<file path="config.mk">
export PLATFORM = sky130hd
export DESIGN_NAME = lc_vec_gen
export DESIGN_NICKNAME = d
export VERILOG_FILES = /design/src/rtl/lc_sweep_pkg.sv /design/src/rtl/lc_vec_gen.sv
export SDC_FILE = /design/constraint.sdc
export NUM_CORES = 1
export LEC_CHECK = 0
export CAP_MARGIN = 30
export CORE_AREA = 2 2 39 41
export DETAILED_ROUTE_END_ITERATION = 12
export DIE_AREA = 0 0 41 43
export PLACE_DENSITY = 0.41
export SYNTH_ARGS = -nofsm -noshare
export SYNTH_HDL_FRONTEND = slang
export SYNTH_SLANG_ARGS = --single-unit
</file>
<file path="constraint.sdc">
create_clock -name clk -period 2.2 [get_ports clk]
set_input_delay 0.22 -clock clk [delete_from_list [all_inputs] [get_ports clk]]
set_output_delay 0.22 -clock clk [all_outputs]
set_load 0.005 [all_outputs]
</file>
<file path="src/rtl/lc_sweep_pkg.sv">
// ---------------------------------------------------------------------------
// lc_sweep_pkg
// Shared types and constants for the exhaustive truth-table sweeper.
//   sweep_state_e : controller state (idle, sweeping, results held)
//   ORDER_BINARY  : sweep vectors in plain binary order
//   ORDER_GRAY    : sweep vectors in reflected Gray-code order
// ---------------------------------------------------------------------------
package lc_sweep_pkg;

  typedef enum logic [1:0] {
    ST_IDLE = 2'd0,
    ST_RUN  = 2'd1,
    ST_DONE = 2'd2
  } sweep_state_e;

  localparam int ORDER_BINARY = 0;
  localparam int ORDER_GRAY   = 1;

endpackage : lc_sweep_pkg

</file>
<file path="src/rtl/lc_vec_gen.sv">
// ---------------------------------------------------------------------------
// lc_vec_gen
// Vector index counter plus binary/Gray encoder. Produces the registered
// stimulus for the current index and flags when the index is the last one
// of the sweep.
//
// Parameters
//   N_IN : stimulus width (sweep covers 2**N_IN vectors)
//   GRAY : ORDER_BINARY or ORDER_GRAY
// Ports
//   clk   in   rising-edge clock
//   rst_n in   asynchronous active-low reset
//   clr   in   restart the sweep at index 0 (stim = enc(0))
//   adv   in   step to the next index (ignored while clr is high)
//   stim  out  registered stimulus, enc(index)
//   last  out  current index is 2**N_IN-1
// ---------------------------------------------------------------------------
module lc_vec_gen
  import lc_sweep_pkg::*;
#(
  parameter int N_IN = 3,
  parameter int GRAY = ORDER_BINARY
) (
  input  logic            clk,
  input  logic            rst_n,
  input  logic            clr,
  input  logic            adv,
  output logic [N_IN-1:0] stim,
  output logic            last
);

  // The index is one bit wider than the stimulus so the terminal index
  // 2**N_IN-1 never aliases with a wrapped 0 when it is compared.
  localparam logic [N_IN:0] LAST_IDX = (N_IN+1)'((1 << N_IN) - 1);
  localparam logic [N_IN:0] IDX_ONE  = (N_IN+1)'(1);
  localparam logic [N_IN:0] IDX_ZERO = (N_IN+1)'(0);

  logic [N_IN:0]   idx_r;
  logic [N_IN:0]   idx_nxt_s;
  logic [N_IN-1:0] stim_r;

  // Map an index onto the stimulus value in the selected sweep order.
  function automatic logic [N_IN-1:0] enc(input logic [N_IN:0] i);
    logic [N_IN-1:0] b;
    b = i[N_IN-1:0];
    if (GRAY == ORDER_GRAY) begin
      enc = b ^ (b >> 1);
    end else begin
      enc = b;
    end
  endfunction

  // Next index, used both for the counter and the look-ahead encode.
  always_comb begin
    idx_nxt_s = idx_r + IDX_ONE;
  end

  // Index counter; stim is encoded from the next index so it is registered.
  always_ff @(posedge clk or negedge rst_n) begin
    if (!rst_n) begin
      idx_r  <= IDX_ZERO;
      stim_r <= {N_IN{1'b0}};
    end else if (clr) begin
      idx_r  <= IDX_ZERO;
      stim_r <= enc(IDX_ZERO);
    end else if (adv) begin
      idx_r  <= idx_nxt_s;
      stim_r <= enc(idx_nxt_s);
    end else begin
      idx_r  <= idx_r;
      stim_r <= stim_r;
    end
  end

  assign stim = stim_r;
  assign last = (idx_r == LAST_IDX);

endmodule : lc_vec_gen

</file>
==> reports/summary.md <==
* **run status** finished clean
* **share of the cycle needed by the critical path after routing** 76.81%
* **Regs by FF count** idx_r (4)
* **final critical-path setup slack** 0.5101 ns
* **TritonCTS clock tree** done
* **crit path launch type** flip-flop
* **syn_nets** 26
* **number of buffers inserted for hold repair after clock tree synthesis** 0
* **Hold Fails Final Rpt** 0
* **summed instance area of the synthesized netlist** 222.7 um2
* **final layout net count** 35
* **residual overflow from global routing** 0
* **first-pass GRT wire length** 607 um
* **largest net degree at the start of global routing** 6
* **hold crit path type** input pin to async pin
* **area enclosed by the die boundary** 1763 um2
* **slew margin rel.** 85.74%
* **final routed wire length divided by cell count** 9.023 um
* **PwrDens** 636.2 nW/um2
* **total met2 wirelength after detailed routing** 199 um
* **Overall Global Routing Usage** 6.244%
* **maximum clock insertion buffer count** 2
* **number of top-level design ports** 8
* **number of rows created at floorplan** 14
* **pins over their slew limit** 0
* **number of storage elements in the synthesis netlist** 4
* **Clock Sink Count** 4
* **share of the core filled with cells in the final layout** 22.60%
* **flip-flop count of the largest register, all copies and words added** 4
* **number of detailed-routing iterations run before antenna repair** 2
* **most frequent cells in the layout** 7 x sky130_fd_sc_hd__clkdlybuf4s50_1, 4 x sky130_fd_sc_hd__nor2_1, 4 x sky130_fd_sc_hd__dfrtp_1
* **fmax** 591.8 MHz
* **sequential share of the synthesized area** 44.94%
* **minimum clock period after layout** 1.690 ns
* **number of levels the H-tree was split into** 1
* **TritonCTS Buffers** 3
* **standard cell core area** 1384 um2
* **clock-pin slew on the worst setup and hold paths** 0.04 ns
* **Area growth syn-to-layout** 40.45%
* **Gate Count Post-Synth** 21
* **Worst Skew** 0.005293 ns
* **register ranked first by flip-flop count** idx_r
* **die width** 41 um
* **Vias per Instance** 3.750
* **number of remaining DRC errors** 0
* **leakage power** 0.1391 nW
* **clock latency at the later pin of the worst-skew pair** 0.24 ns
* **most common library cell in the layout ignoring fill and taps** sky130_fd_sc_hd__clkdlybuf4s50_1
* **total via count in the routed design** 165
* **weighted congestion at the end of routability-driven global placement** 0.6450
* **R2R depth** 3
* **Starting Density** 16.09%
* **buffers inserted during post-CTS setup optimization** 0
* **max-cap violations** 0
* **average size of a mapped cell** 10.61 um2
* **diode insertion count for antenna repair** 0
* **post-CTS resize count** 0
* **wire length on met3** 55 um
* **Detailed Route WL** 397 um
* **worst-margin pin slew** 0.2132 ns
* **count of cell types in the netlist** 13
* **number of synthesis warnings** 0
* **Data arrival, critical path** 1.47 ns
* **number of buffers inserted by port buffering** 7
* **setup_tns** 0 ns
* **Top Layer Used** met3
* **CP required** 1.98 ns
* **non-filler cells, final** 44
* **cell at the root of the clock tree** sky130_fd_sc_hd__clkbuf_4
* **number of antenna violations at the first check in global routing** 0
* **proportion of layout cells with a drive suffix above 1** 17.86%
* **floorplan die height** 43 um
* **Critical Path Sink Type** output pin
* **post-placement worst setup slack** 0.7395 ns
* **Post-Place Cells** 41
* **number of design-rule violations left by the first detailed-router iteration** 2
* **critical path start-end classification** flip-flop to output pin
* **peak ir drop on the vdd network** 186.0 uV
* **final setup violating endpoints** 0
* **Antenna Violating Nets Remaining** 0
* **unrepaired setup endpoints after global routing** no
* **via count of the first global-routing pass** 152
* **DRT met1 WL** 142 um
* **worst-path maximum fanout** 4
[layout make-up]
type                            instances  area, um2
Timing Repair Buffer                    7      70.07
Clock buffer                            3      22.52
Multi-Input combinational cell         14      100.1
Sequential cell                         4      100.1
Fill cell                             150       1071
Tap cell                               16      20.02
[cells by family (layout without fill, tap and decap cells)]
kind of cell / count (synthesis) / count (layout) / synth area share [%]
AO/OA/AOI/OAI: 2 / 2 / 6.740
XOR/XNOR: 1 / 1 / 3.933
adder cells (fa/ha/maj): 1 / 1 / 5.617
buffers and inverters: 3 / 10 / 10.11
flip-flops: 4 / 4 / 44.95
multiplexers: 2 / 2 / 11.23
AND/OR/NAND/NOR: 8 / 8 / 17.42
[power by group]
group / leakage (nW) / total (mW) / internal (mW) / switching, mW
registers: 0.0544 / 0.0823 / 0.0778 / 0.00445
clock network: 0.0138 / 0.0903 / 0.0609 / 0.0293
logic: 0.0710 / 0.0265 / 0.0167 / 0.00978
[worst max-delay path, stage by stage (launching register included)]
cell                              delay, ns
sky130_fd_sc_hd__dfrtp_1               0.40
sky130_fd_sc_hd__ha_1                  0.21
sky130_fd_sc_hd__nand2_1               0.06
sky130_fd_sc_hd__nor2_1                0.08
sky130_fd_sc_hd__clkdlybuf4s50_1       0.50
[stage by stage]
step	area [um2]	total power, mW	hold WS (ns)
global placement	290.3	0.1100	0.4358
global route	312.8	0.2148	0.1911
floorplan	222.7	0.09677	-0.07559
finish	312.8	0.1990	0.1872
detailed placement	290.3	0.1108	0.4445
CTS	312.8	0.2058	0.1858
[synthesized netlist by cell type]
library cell | instances | area, um2
sky130_fd_sc_hd__xnor2_1 | 1 | 8.760
sky130_fd_sc_hd__a21bo_2 | 1 | 10.01
sky130_fd_sc_hd__nand2_1 | 1 | 3.750
sky130_fd_sc_hd__dfrtp_1 | 4 | 100.1
sky130_fd_sc_hd__mux2i_1 | 1 | 10.01
sky130_fd_sc_hd__a21oi_1 | 1 | 5.000
sky130_fd_sc_hd__nor2_1 | 4 | 15.01
sky130_fd_sc_hd__mux2_4 | 1 | 15.01
sky130_fd_sc_hd__ha_1 | 1 | 12.51
sky130_fd_sc_hd__buf_4 | 3 | 22.52
sky130_fd_sc_hd__nor2b_1 | 1 | 6.260
sky130_fd_sc_hd__nand4_1 | 1 | 6.260
sky130_fd_sc_hd__nand3b_1 | 1 | 7.510
[routing by layer]
layer	vias up	GRT usage [%]
li1	82	-
met1	75	5.195
met2	8	7.813
met3	0	9.424
met4	0	2.000
met5	-	0
[final timing paths]
kind,slack (ns),startpoint,end
hold reg to reg,0.61,idx_r[0]$_DFFE_PN0P_,idx_r[0]$_DFFE_PN0P_
hold / removal,0.19,rst_n,idx_r[3]$_DFFE_PN0P_
setup reg to reg,1.15,idx_r[0]$_DFFE_PN0P_,idx_r[2]$_DFFE_PN0P_
setup / recovery,0.51,idx_r[0]$_DFFE_PN0P_,last
min in group clk,0.61,idx_r[0]$_DFFE_PN0P_,idx_r[0]$_DFFE_PN0P_
max in group asynchronous,1.84,rst_n,idx_r[1]$_DFFE_PN0P_
Note: power is estimated with default switching activity, not from simulation.
